## src/rtl/aud_pkg.sv

```systemverilog
// Shared types and default widths for the audio playback controller.
package aud_pkg;

    localparam int unsigned ADDR_W_DEF = 20;
    localparam int unsigned DATA_W_DEF = 16;
    localparam int unsigned SPEED_W    = 3;

    typedef enum logic [1:0] {
        ST_IDLE       = 2'd0,
        ST_FETCH      = 2'd1,
        ST_WAIT_FRAME = 2'd2,
        ST_PAUSE      = 2'd3
    } state_t;

endpackage

```

## src/rtl/aud_edge_det.sv

```systemverilog
// Registered falling-edge detector for the DAC frame clock.
module aud_edge_det (
    input  logic clk,
    input  logic rst_n,
    input  logic din,
    output logic fall
);

    logic hist;

    // History of din, and a one-cycle pulse when it goes 1 -> 0.
    always_ff @(posedge clk) begin
        if (!rst_n) begin
            hist <= 1'b1;
            fall <= 1'b0;
        end else begin
            hist <= din;
            fall <= hist & ~din;
        end
    end

endmodule

```

## src/rtl/aud_play_ctrl.sv

```systemverilog
// Playback controller: fetches samples from SRAM once per DAC frame,
// with fast (skip) / slow (repeat) rate control, pause/resume and stop.
module aud_play_ctrl
    import aud_pkg::*;
#(
    parameter int unsigned ADDR_W = ADDR_W_DEF,
    parameter int unsigned DATA_W = DATA_W_DEF
) (
    input  logic               i_bclk,
    input  logic               i_rst_n,
    input  logic               i_daclrck,
    input  logic               i_start,
    input  logic               i_pause,
    input  logic               i_stop,
    input  logic               i_fast,
    input  logic [SPEED_W-1:0] i_speed,
    input  logic [ADDR_W-1:0]  i_end_addr,
    output logic               o_sram_req,
    input  logic               i_sram_ack,
    input  logic [DATA_W-1:0]  i_sram_data,
    output logic [ADDR_W-1:0]  o_sram_addr,
    output logic [DATA_W-1:0]  o_dac_data,
    output logic               o_player_en,
    output logic [1:0]         o_state,
    output logic               o_done
);

    state_t             state;
    logic [SPEED_W-1:0] rep_cnt;
    logic               pause_lat;
    logic               frame_ev;
    logic [ADDR_W:0]    step_c;
    logic [ADDR_W:0]    sum_c;
    logic               past_end_c;

    aud_edge_det u_edge (
        .clk   (i_bclk),
        .rst_n (i_rst_n),
        .din   (i_daclrck),
        .fall  (frame_ev)
    );

    // Candidate next address, one bit wider so a wrap shows up as a carry.
    always_comb begin
        step_c     = i_fast ? ((ADDR_W+1)'(i_speed) + (ADDR_W+1)'(1)) : (ADDR_W+1)'(1);
        sum_c      = {1'b0, o_sram_addr} + step_c;
        past_end_c = sum_c[ADDR_W] | (sum_c[ADDR_W-1:0] > i_end_addr);
    end

    assign o_state = state;

    // Playback FSM with registered outputs; stop overrides everything.
    always_ff @(posedge i_bclk) begin
        if (!i_rst_n) begin
            state       <= ST_IDLE;
            o_sram_req  <= 1'b0;
            o_sram_addr <= '0;
            o_dac_data  <= '0;
            o_player_en <= 1'b0;
            o_done      <= 1'b0;
            rep_cnt     <= '0;
            pause_lat   <= 1'b0;
        end else begin
            o_done <= 1'b0;
            if (i_stop) begin
                state       <= ST_IDLE;
                o_sram_req  <= 1'b0;
                o_sram_addr <= '0;
                o_player_en <= 1'b0;
                pause_lat   <= 1'b0;
            end else begin
                case (state)
                    ST_IDLE: begin
                        o_player_en <= 1'b0;
                        if (i_start && !i_pause) begin
                            o_sram_addr <= '0;
                            rep_cnt     <= '0;
                            pause_lat   <= 1'b0;
                            o_sram_req  <= 1'b1;
                            state       <= ST_FETCH;
                        end
                    end
                    ST_FETCH: begin
                        // A pause never abandons the handshake; it waits for ack.
                        if (i_sram_ack) begin
                            o_dac_data <= i_sram_data;
                            o_sram_req <= 1'b0;
                            if (pause_lat || i_pause) begin
                                state       <= ST_PAUSE;
                                o_player_en <= 1'b0;
                                pause_lat   <= 1'b0;
                            end else begin
                                state       <= ST_WAIT_FRAME;
                                o_player_en <= 1'b1;
                            end
                        end else if (i_pause) begin
                            pause_lat <= 1'b1;
                        end
                    end
                    ST_WAIT_FRAME: begin
                        if (i_pause) begin
                            state       <= ST_PAUSE;
                            o_player_en <= 1'b0;
                        end else if (frame_ev) begin
                            if (i_fast || (rep_cnt >= i_speed)) begin
                                rep_cnt <= '0;
                                if (past_end_c) begin
                                    o_done      <= 1'b1;
                                    o_player_en <= 1'b0;
                                    state       <= ST_IDLE;
                                end else begin
                                    o_sram_addr <= sum_c[ADDR_W-1:0];
                                    o_sram_req  <= 1'b1;
                                    state       <= ST_FETCH;
                                end
                            end else begin
                                rep_cnt <= rep_cnt + SPEED_W'(1);
                            end
                        end
                    end
                    ST_PAUSE: begin
                        o_player_en <= 1'b0;
                        if (i_start && !i_pause) begin
                            state       <= ST_WAIT_FRAME;
                            o_player_en <= 1'b1;
                        end
                    end
                    default: state <= ST_IDLE;
                endcase
            end
        end
    end

endmodule
```

## config.mk

```make
export PLATFORM = sky130hd
export DESIGN_NAME = aud_play_ctrl
export DESIGN_NICKNAME = d
export VERILOG_FILES = /design/src/rtl/aud_pkg.sv /design/src/rtl/aud_edge_det.sv /design/src/rtl/aud_play_ctrl.sv
export SDC_FILE = /design/constraint.sdc
export NUM_CORES = 1
export LEC_CHECK = 0
export ABC_AREA = 0
export BUFFER_PORTS_ARGS = -buffer_cell sky130_fd_sc_hd__buf_4
export CORE_UTILIZATION = 38
export CTS_CLUSTER_SIZE = 24
export DETAILED_ROUTE_END_ITERATION = 8
export GPL_ROUTABILITY_DRIVEN = 0
export MAX_ROUTING_LAYER = met4
export SETUP_SLACK_MARGIN = 0.15
export SYNTH_ARGS = -nofsm -noshare
export SYNTH_HDL_FRONTEND = slang
export SYNTH_SLANG_ARGS = --single-unit
```

## constraint.sdc

```tcl
create_clock -name i_bclk -period 5 [get_ports i_bclk]
set_input_delay 0.25 -clock i_bclk [delete_from_list [all_inputs] [get_ports i_bclk]]
set_output_delay 0.25 -clock i_bclk [all_outputs]
set_load 0.02 [all_outputs]
```

## Word-level counts from Yosys, hierarchy flattened

Index checks and enable logic that the tools add are counted.

| storage, ports and cells | value |
|---|---|
| input bits | 47 |
| register bits after elaboration | 47 |
| word-level logic and storage cells | 97 |

| operators by class | value |
|---|---|
| reductions and logical operators | 17 |
| bitwise operators | 8 |
| mux-type cells | 42 |
| eq/ne operators | 15 |
| magnitude comparators | 2 |
| $add $sub $neg | 3 |

Operators by type and width:

| kind | count |
|---|---|
| 20-bit 2-to-1 mux | 5 |
| 20-bit case mux with 2 select lines | 1 |
| 20-bit by 4-bit adder with 21-bit output | 1 |
| 20-bit > comparator | 1 |
| 1-bit 2-to-1 mux | 20 |
| 2-bit 2-to-1 mux | 6 |
| 3-bit 2-to-1 mux | 4 |
| 2-bit inequality test, second input constant | 6 |
| 3-bit inequality test, second input constant | 4 |
| 5-bit AND reduction | 2 |
| 2-bit case mux with 4 select lines | 1 |
| 4-bit AND reduction | 2 |
| 7-bit AND reduction | 1 |
| 1-bit inverter | 6 |
| 3-bit case mux with 2 select lines | 1 |
| 6-bit AND reduction | 1 |
| 6-bit OR reduction | 1 |
| 3-bit by 1-bit adder with 4-bit output, second input constant | 1 |
| 2-bit == test, second input constant | 2 |
| 4-bit 2-to-1 mux | 1 |
| 1-bit case mux with 4 select lines | 1 |
| 2-bit nonzero test | 2 |
| 3-bit by 1-bit adder with 3-bit output, second input constant | 1 |
| 3-bit >= comparator | 1 |
| 14 further kinds | 15 |

## Longest topological paths before layout

| depth | value |
|---|---|
| depth in word-level cells | 10 |
| gate-level depth with buffers | 20 |
| mapped depth without buffers | 18 |

## Modules after synthesis

From an unflattened synthesis, not the netlist that was laid out.

| second synthesis, totals | value |
|---|---|
| cells, all modules | 360 |
| area, all modules | 2966.6 um2 |

Modules (own cells, without submodules):

| module | cells an instance | area an instance (um2) | times used | seq. area each (um2) |
|---|---|---|---|---|
| aud_play_ctrl | 356 | 2911.5 | 1 | 900.9 |
| aud_edge_det | 4 | 55.1 | 1 | 40.0 |

## Least setup slack after synthesis

OpenSTA, ideal clock, no wires.

| path | value |
|---|---|
| kind | input-to-reg |
| from | input port i_speed[0] |
| to | register o_sram_addr[0] |
| cell stages on the path | 17 |
| buffers on the path | 1 |
| slack | 920 ps |
| library setup time | 132 ps |
| data arrival time | 3949 ps |
| cell sequence | ha_1 xor2_1 and2_1 ha_1 nor2b_1 o31a_1 and3_1 and3_1 xor2_1 ha_1 nand4_2 or4_1 or2_4 a211o_1 a21oi_4 buf_6 o22ai_1 |

| on the way | value |
|---|---|
| cells in the longest elaborated chain, start to end | 8 |
| elaborated cells between the ends (all ways) | 15 |

RTL lines:

| what | RTL line | RTL |
|---|---|---|
| from (decl) | aud_play_ctrl.sv:16 | `input logic [SPEED_W-1:0] i_speed,` |
| branches (longest 8 deep; another with 20-bit by 4-bit adder with 21-bit output) | - |  |
| to (signal assigned) | aud_play_ctrl.sv:112 | `o_sram_addr <= sum_c[ADDR_W-1:0];` |
| to (decl) | aud_play_ctrl.sv:21 | `output logic [ADDR_W-1:0] o_sram_addr,` |

Several ways; the timed one is not identified. The select of a mux whose other input is x is not followed.
A chain may end at the register's enable or synchronous reset.

## Worst setup path in the final report

| path | value |
|---|---|
| from | register o_sram_addr[0] |
| to | register o_sram_addr[13] |

| on the way | value |
|---|---|
| cells in the longest elaborated chain, start to end | 6 |
| elaborated cells between the ends (all ways) | 10 |

RTL lines:

| what | RTL line | RTL |
|---|---|---|
| 20-bit by 4-bit adder with 21-bit output (*) | aud_play_ctrl.sv:46 | `sum_c = {1'b0, o_sram_addr} + step_c;` |
| branches (longest 5 deep; another with 20-bit > comparator) | - |  |

Every way passes the cells marked *. The select of a mux whose other input is x is not followed.

==> impl_results.md <==
* Status: finished clean
* Synth Area in Simple Gates at roughly a fifth
* Setup slack at placement at approximately 0.43 ns
* Dpl hpwl at a little under 6000 um
* CTS max path bufs at 2
* Num rows at 31
* Largest family of logic cells by synthesized area: compound AO/OA/AOI/OAI gates
* Post-CTS Repair Setup Buffers at 0
* Worst VDD drop at roughly 160 uV
* Iteration count of the initial detailed-routing pass at 4
* All-Layer GR Usage at a little under a fifth
* Root buffer cell: clkbuf_8
* Sequential share of the synthesized area at 31.5%
* Top cells by area, synth: dfxtp_1 (31%), ha_1 (12%), nand2_1 (8.2%)
* Max-cap viol count at 0
* Syn nets at 449
* Multiplexer share of the synthesized area at 0%
* Initial drt markers at around 180
* Drt wl/cell at 13.7 um
* Synth async-reset ratio at 0%
* Min-Delay Path Class: in -> reg
* CTS Sinks at 47
* Total negative setup slack at 0 ns
* Critical path required time at about 5.2 ns
* Final period util at a little under nine tenths
* Avg Synthesized Cell Area at around 8.0 sq um
* Vias in the first global route at around 2700
* Die Area at between 8000 and 9000 sq um
* Cell Area, Synth at approximately 3000 sq um
* Antenna cells at 0
* Min Tclk post-route at around 4.3 ns
* Adder-cell share of the synthesized area at 12.8%
* PortBufs at slightly below 90
* Cell Pwr Density at 199 nW/um^2
* Worst rel slew slack at 30.3%
* Share of layout cells above drive strength 1 at a little under a quarter
* # setup viols final at 0
* Syn. warnings at 0
* Core area at between 7000 and 8000 sq um
* H-tree Lvls at 2
* Critical path capture point type: register
* CP Class: reg -> reg
* Initial antenna violation count at 0
* Die X at between 90 and 100 um
* Least-Margin Pin Slew at 1.04 ns
* Synth Area in Compound Gates at between 20% and 30%
* TritonCTS buffer count at 5
* Vias at between 2000 and 3000
* Die height at ~91 um
* Final hold violation count at 0
* Yosys top cell by area: dfxtp_1
* Skew-Pair Late Insertion Delay at 0.30 ns
* Fin Clk Skew at roughly 0.006 ns
* Remaining DRCs at 0
* Hold Buf Count CTS at 0
* Fmax at 235 MHz
* ANT nets after route at 0
* Post-CTS Resized at 0
* Leakage at approximately 0.0017 uW
* CTS tree: yes
* Fill cells at 768
* Clock slew at reported path FFs at approximately 0.10 ns
* Post-synth top area share at 31.5%
* Post-synthesis cell count at ~370
* EDFF count, synth at 0
* First-pass GRT wire length at around 12000 um
* WL final at 7590 um
* Distinct cells, synth at 48
* Area Overhead vs Synth at 28.5%
* CP Max Fanout at 7
* Seq cells post-synth at 47
* CP Launch Type: register
* Fin nets at around 530
* WHS at 0.163 ns
* Drt via density at about 5.2
* Xor and xnor fraction of the mapped netlist area at ~5.3%
* Max-slew violation count at 0
* Initial Util at roughly two fifths
* FF-to-FF setup slack at 0.74 ns
* Worst EP arrival at between 4 and 5 ns
* Setup ws final at about 0.74 ns
* Synth Flop Type: dfxtp_1
* Total gr overflow at 0
* RSZ-0062 raised after global routing: no
* Largest net degree at the start of global routing at 23
* I/O pin cnt at 88
cell families after synthesis:
| logic type | after synthesis |
|---|---|
| flops | 47 |
| fa+ha+maj | 30 |
| xor+xnor | 18 |
| simple gates | 133 |
| compound gates | 96 |
| buf+inv | 48 |
metal layers:
layer / vias up / track usage [%] / share of wire [%]
met2: 75 / 28.7 / 45
li1: 1474 / - / -
met4: 0 / 4.84 / 1.2
met5: - / - / 0
met3: 8 / 3.79 / 5.6
met1: 1328 / 26.1 / 49
layout by cell type, fill, tap and decap left out, types with 3 or more instances in the layout:
cell type | Yosys | layout
nor3_1 | 6 | 6
o2bb2ai_1 | 11 | 11
nor2b_1 | 5 | 5
a21o_1 | 5 | 5
xnor2_1 | 16 | 16
o21ai_0 | 9 | 9
o31ai_1 | 8 | 8
a21boi_0 | 18 | 18
a21oi_1 | 17 | 17
and3_1 | 5 | 5
inv_1 | 35 | 35
buf_4 | 0 | 89
nor2_1 | 15 | 15
ha_1 | 29 | 29
and2_1 | 4 | 4
nand3_1 | 9 | 9
and4_1 | 3 | 3
nand4_1 | 11 | 11
nand2_1 | 65 | 65
clkbuf_8 | 0 | 5
nand2b_1 | 3 | 3
o211ai_1 | 9 | 9
dfxtp_1 | 47 | 47
through the flow:
stage               std cells  utilization [%]  power [uW]  instance area, sq um
floorplan                 372                -         434                  2990
global placement          547             50.2         477                  3720
detailed placement        547             50.2         478                  3720
CTS                       555             51.8         770                  3840
global route              555             51.8         797                  3840
finish                    555             51.8         763                  3840
worst max-delay path, stage by stage, from the launching register on:
cell	delay, ns
dfxtp_1	0.38
ha_1	0.18
inv_1	0.05
fa_1	0.40
nor2b_1	0.17
o31a_1	0.20
and3_1	0.23
and3_1	0.18
xor2_1	0.23
ha_1	0.19
nand4_2	0.15
or4_1	0.59
or2_4	0.29
a21oi_1	0.27
o21ai_1	0.31
o31ai_1	0.33
flip-flops by register name, indices dropped and copies added (netlist names):
| signal | count |
|---|---|
| o_dac_data | 16 |
| o_done | 1 |
| o_player_en | 1 |
| o_sram_addr | 20 |
| o_sram_req | 1 |
| o_state | 2 |
| pause_lat | 1 |
| rep_cnt | 3 |
| u_edge.fall | 1 |
| u_edge.hist | 1 |
final cells by class:
cell class / count / area, sq um / area share, %
sequential: 47 / 941 / 24.5
timing repair buffer: 89 / 668 / 17.4
inverter: 35 / 131 / 3.42
clock buffer: 5 / 68.8 / 1.79
clock inverter: 3 / 47.5 / 1.24
multi-input combinational: 277 / 1860 / 48.4
tap: 99 / 124 / 3.23
where the power goes:
group	leakage (uW)	internal (uW)	switching (uW)
registers	0.000379	377	3.23
logic	0.00128	45.1	43.9
clock network	0.0000587	152	142
path summary, 6_finish.rpt:
kind                                startpoint  cells after the start         endpoint
worst max-delay path            o_sram_addr[0]                     15  o_sram_addr[13]
worst min-delay path                 i_daclrck                      2      u_edge.hist
worst max register to register  o_sram_addr[0]                     15  o_sram_addr[13]
worst min register to register     u_edge.hist                      2      u_edge.fall
cells in the mapped netlist (2+ instances only):
cell type / instances
dfxtp_1: 47
o31ai_1: 8
or4_1: 2
nand4_1: 11
a21oi_1: 17
nor2_1: 15
a31oi_1: 2
o21a_1: 2
ha_1: 29
o211ai_1: 9
nor2b_1: 5
xor2_1: 2
a211o_1: 2
o2bb2ai_1: 11
nand2_1: 65
a21boi_0: 18
xnor2_1: 16
a21o_1: 5
nand3_1: 9
nor3_1: 6
inv_1: 35
and3_1: 5
nand2b_1: 3
and2_1: 4
clkbuf_1: 10
a211oi_1: 2
and4_1: 3
o21ai_0: 9
(Power assumes the default switching activity.)
